### src/rtl/wb_trace_serializer.sv
// wb_trace_serializer: serializes dual-slot WB commits in program order onto the single-commit debug trace port.
// Optional build macro WB_TRACE_SKIP_NOWB_EN: push only slots that write the register file.
module wb_trace_serializer #(
    parameter int DEPTH = 8,
    parameter int PTR_W = 3
) (
    input  logic        clk,
    input  logic        rst,
    input  logic        valid_i1,
    input  logic [31:0] pc_i1,
    input  logic        we_i1,
    input  logic [4:0]  waddr_i1,
    input  logic [31:0] wdata_i1,
    input  logic        valid_i2,
    input  logic [31:0] pc_i2,
    input  logic        we_i2,
    input  logic [4:0]  waddr_i2,
    input  logic [31:0] wdata_i2,
    input  logic        trace_ready,
    output logic        trace_valid,
    output logic [31:0] debug_wb_pc,
    output logic [3:0]  debug_wb_rf_wen,
    output logic [4:0]  debug_wb_rf_wnum,
    output logic [31:0] debug_wb_rf_wdata,
    output logic        stall_req,
    output logic        overflow
);
    logic [69:0]      mem [DEPTH];
    logic [69:0]      head;
    logic [PTR_W-1:0] wr_ptr, rd_ptr;
    logic [PTR_W:0]   count;
    logic [PTR_W+1:0] free;
    logic             elig1, elig2, pop, push1, push2;
`ifdef WB_TRACE_SKIP_NOWB_EN
    assign elig1 = valid_i1 && we_i1;
    assign elig2 = valid_i2 && we_i2;
`else
    assign elig1 = valid_i1;
    assign elig2 = valid_i2;
`endif
    assign head      = mem[rd_ptr];
    assign stall_req = count >= (PTR_W+1)'(DEPTH - 4);
    // Space left after this cycle's pop decides which slots fit; i2 is dropped first.
    always_comb begin
        pop   = (count != '0) && trace_ready;
        free  = (PTR_W+2)'(DEPTH) - (PTR_W+2)'(count) + (PTR_W+2)'(pop);
        push1 = elig1 && (free != '0);
        push2 = elig2 && (elig1 ? free >= (PTR_W+2)'(2) : free != '0);
    end
    // FIFO storage; i1 always lands before i2.
    always_ff @(posedge clk) begin
        if (push1) mem[wr_ptr] <= {pc_i1, we_i1, waddr_i1, wdata_i1};
        if (push2) mem[push1 ? wr_ptr + PTR_W'(1) : wr_ptr] <= {pc_i2, we_i2, waddr_i2, wdata_i2};
    end
    // Pointers, occupancy and the sticky drop flag.
    always_ff @(posedge clk or posedge rst) begin
        if (rst) begin
            wr_ptr   <= '0;
            rd_ptr   <= '0;
            count    <= '0;
            overflow <= 1'b0;
        end else begin
            wr_ptr <= wr_ptr + PTR_W'(push1) + PTR_W'(push2);
            rd_ptr <= rd_ptr + PTR_W'(pop);
            count  <= count + (PTR_W+1)'(push1) + (PTR_W+1)'(push2) - (PTR_W+1)'(pop);
            if ((elig1 && !push1) || (elig2 && !push2)) overflow <= 1'b1;
        end
    end
    // Output registers: the popped head is presented for exactly one cycle.
    always_ff @(posedge clk or posedge rst) begin
        if (rst) begin
            trace_valid       <= 1'b0;
            debug_wb_pc       <= '0;
            debug_wb_rf_wen   <= '0;
            debug_wb_rf_wnum  <= '0;
            debug_wb_rf_wdata <= '0;
        end else begin
            trace_valid     <= pop;
            debug_wb_rf_wen <= pop ? {4{head[37]}} : 4'b0;
            if (pop) begin
                debug_wb_pc       <= head[69:38];
                debug_wb_rf_wnum  <= head[36:32];
                debug_wb_rf_wdata <= head[31:0];
            end
        end
    end
endmodule

### config.mk
export PLATFORM = sky130hd
export DESIGN_NAME = wb_trace_serializer
export DESIGN_NICKNAME = d
export VERILOG_FILES = /design/src/rtl/wb_trace_serializer.sv
export SDC_FILE = /design/constraint.sdc
export NUM_CORES = 1
export LEC_CHECK = 0
export ABC_CLOCK_PERIOD_IN_PS = 14200
export CAP_MARGIN = 20
export CORE_ASPECT_RATIO = 1.5
export CORE_MARGIN = 1.5
export CORE_UTILIZATION = 35
export CTS_CLUSTER_DIAMETER = 200
export DETAILED_ROUTE_END_ITERATION = 6
export DONT_BUFFER_PORTS = 1
export HOLD_SLACK_MARGIN = 0.1
export PLACE_DENSITY = 0.53
export SLEW_MARGIN = 20
export SYNTH_ARGS = -nofsm -noshare
export SYNTH_HDL_FRONTEND = slang
export SYNTH_SLANG_ARGS = --single-unit
### constraint.sdc
create_clock -name clk -period 14.2 [get_ports clk]
set_input_delay 0.71 -clock clk [delete_from_list [all_inputs] [get_ports clk]]
set_output_delay 0.71 -clock clk [all_outputs]
set_load 0.01 [all_outputs]
==> summary.md <==
| Metric | Value |
|---|---|
| Run status | `completed` |
| Sequential share of power | `0.429` |
| Arr. time, crit path | `5.92 ns` |
| Share of post-route cells with drive strength above 1 | `0.455` |
| Worst Skew | `0.0207 ns` |
| Ys flop type | `edfxtp_1` |
| Hold EP | `mem[7][44]$_DFFE_PP_` |
| Sum of negative setup slack | `0 ns` |
| Final Cell Area | `34700 um^2` |
| Fmax | `180 MHz` |
| Async SR Flop Fraction | `0.128` |
| Post-synth EDFFs | `560` |
| # resized after CTS | `0` |
| Area growth, synth to finish | `11.0%` |
| Grt ovf | `0` |
| DRC violations left | `0` |
| Global Route Usage Sum | `0.188` |
| Final setup fails | `0` |
| Combinational power share | `0.326` |
| Syn Std Cell Area | `31300 um^2` |
| CP Capture Type | `flop` |
| Post-layout util | `0.391` |
| Iter 0 DRT Violations | `1056` |
| Seq/Total Area, Yosys | `0.603` |
| Drt via density | `5.40` |
| Sw Pwr | `2.42 mW` |
| PwrDens | `211 nW/um^2` |
| Tmin final | `5.54 ns` |
| Min-delay src | `pc_i1[6]` |
| Final antenna-violating net count | `0` |
| Switching Share | `0.330` |
| Antenna cells | `0` |
| RSZ-0062 raised after global routing | `false` |
| Worst Hold Depth | `1` |
| Vias post-DR | `15900` |
| Mapped Avg Cell Area | `17.8 um^2` |
| Worst-path clk slew | `0.06 ns` |
| Reg-to-reg setup timing slack | `8.66 ns` |
| Post-synth cell types | `43` |
| Slew margin rel. | `0.286` |
| Routability Congestion | `0.736` |
| FP Rows | `134` |
| Worst setup path startpoint | `count[2]$_DFF_PP0_` |
| First-pass GRT wire length | `123000 um` |
| Die Ht | `369 um` |
| Period utilisation layout | `0.390` |
| Clock share of power | `0.245` |
| Detailed Route WL | `84500 um` |
| Clock Sinks | `642` |
| YS warnings | `0` |
| TritonRoute pass-1 iters | `5` |
| Worst setup margin | `8.66 ns` |
| RR Endpoint | `mem[1][51]$_DFFE_PP_` |
| Tot Pwr | `7.33 mW` |
| Maximum VDD drop | `0.102 mV` |
| Die Width | `247 um` |
| Core Region | `88700 um^2` |
| Antenna violations before repair | `0` |
| Internal Power | `4.91 mW` |
| Initial Utilization | `0.353` |
| Setup Slack @ Placement | `8.66 ns` |
| IO Pins | `221` |
| CTS tree | `built` |
| Critical path class | `reg -> reg` |
| WP data required | `14.58 ns` |
| Clk Latency, worst-skew pair | `0.64 ns` |
| Detail Placement HPWL | `47700 um` |
| CP Max Fanout | `30` |
| Startpoint Class | `flop` |
| Die ar. | `91200 um^2` |
| Num CTS Buffers | `69` |
| Pin count of the biggest net entering global routing | `79` |
| RR Startpoint | `count[2]$_DFF_PP0_` |
| R2R depth | `15` |
| Hold WC Path Type | `in -> reg` |
| FF+latch count, synth | `642` |
| Pleak | `11.9 nW` |
| Placement-stage cell area | `32500 um^2` |
| Vias in the first global route | `17600` |
| Layout net count | `1905` |
| Post-Syn Nets | `1916` |
| Final Max Slew Viols | `0` |
| I/O Buffers | `0` |
| Hold Fails Final Rpt | `0` |
| WL/cell | `28.6 um` |
| Post-Syn Instances | `1756` |
| CTS max path bufs | `3` |
| Slew @ Worst Pin | `1.07 ns` |
| Root Driver | `clkbuf_16` |
| Maxcap violations | `0` |
| H-tree depth | `3` |
| Fill cells | `8029` |
sequential cells by signal, summed over array words and instances (netlist names), 3 cells and up:
register,flops
rd_ptr,3
debug_wb_rf_wdata,32
wr_ptr,3
debug_wb_rf_wnum,5
count,4
debug_wb_pc,32
mem,560
per-stage QoR:
step           std cells  hold slack (ns)
4_1_cts             2954            0.219
6_report            2954            0.270
2_1_floorplan       1756            0.477
5_1_grt             2954            0.229
3_5_place_dp        2829            0.541
3_3_place_gp        2827            0.532
critical path: stages, from the launching register on:
cell,delay (ns)
dfrtp_1,0.38
inv_1,0.14
ha_1,0.17
inv_1,0.10
o31ai_4,0.25
ha_1,0.21
inv_1,0.05
ha_1,0.28
nor2_1,0.04
mux2_4,0.32
a311oi_1,0.31
xor2_1,0.66
or3b_4,0.63
buf_4,0.61
buf_4,0.69
mux2_4,0.35
power groups by stage:
stage          Combinational [mW]  Clock, mW  Sequential (mW)
6_report                     2.39       1.80             3.15
5_1_grt                      2.59       1.92             3.22
4_1_cts                      2.47       1.86             3.17
3_5_place_dp                 2.46          0             3.21
3_3_place_gp                 2.43          0             3.18
2_1_floorplan                1.80          0             3.07
per-layer routing:
| metal | track usage | up-vias | wire (um) |
|---|---|---|---|
| li1 | - | 7006 | - |
| met1 | 0.220 | 8489 | 33200 |
| met2 | 0.336 | 351 | 44200 |
| met3 | 0.0541 | 94 | 5760 |
| met4 | 0.0457 | 0 | 1310 |
| met5 | 0 | - | 0 |
cell families after synthesis:
group                      share of synthesized area
muxes                                          0.334
DFF                                            0.603
and+or+nand+nor                               0.0133
AOI/OAI and AO/OA                             0.0162
buffers and inverters                         0.0244
xor gates and xnor gates                     0.00140
adders and majority gates                    0.00704
cells in the mapped netlist, drive strengths merged (3+ instances only):
master	number	share of area
mux2	561	0.21
edfxtp	560	0.54
mux4	140	0.10
buf	91	0.019
dfrtp	82	0.066
o21ai	72	0.012
mux2i	71	0.023
nand2	71	0.0085
clkbuf	31	0.0037
inv	16	0.0019
ha	12	0.0048
nor2	6	0.00072
xor2	4	0.0011
a311oi	3	0.00084
fa	3	0.0019
nand2b	3	0.00060
nor3	3	0.00080
nor3b	3	0.00072
o31ai	3	0.00072
final cells by class:
type                            instances  area [um^2]  area share
Clock buffer                           94         1930      0.0557
Clock inverter                         30          267     0.00768
Inverter                               16         62.6     0.00180
Multi-Input combinational cell        976        11800       0.339
Sequential cell                       642        18900       0.544
Tap cell                             1156         1450      0.0417
Timing Repair Buffer                   40          335     0.00966
layout by cell type (no fill, tap or decap), drive strengths merged, types with 4 or more instances in the layout:
master / Yosys / layout
mux2i: 71 / 71
clkinv: 0 / 21
bufinv: 0 / 4
nand2: 71 / 71
ha: 12 / 12
mux4: 140 / 140
dfrtp: 82 / 82
o21ai: 72 / 72
edfxtp: 560 / 560
buf: 91 / 39
inv: 16 / 20
mux2: 561 / 561
clkbuf: 31 / 94
xor2: 4 / 4
nor2: 6 / 6
worst max path at each step:
| stage | to | slack (ns) | depth (start not counted) |
|---|---|---|---|
| 2_1_floorplan | mem[0][0]$_DFFE_PP_ | 3.56 | 13 |
| 3_3_place_gp | mem[1][53]$_DFFE_PP_ | 8.73 | 15 |
| 6_report | mem[1][51]$_DFFE_PP_ | 8.66 | 15 |
| 4_1_cts | mem[1][57]$_DFFE_PP_ | 8.64 | 15 |
| 5_1_grt | mem[1][51]$_DFFE_PP_ | 8.42 | 15 |
| 3_5_place_dp | mem[1][60]$_DFFE_PP_ | 8.66 | 15 |
what timing repair did:
action                    4_1_cts  5_1_grt
hold endpoints to repair       30        0
buffers inserted                0        0
hold buffers                    1        0
(Power assumes the default switching activity.)
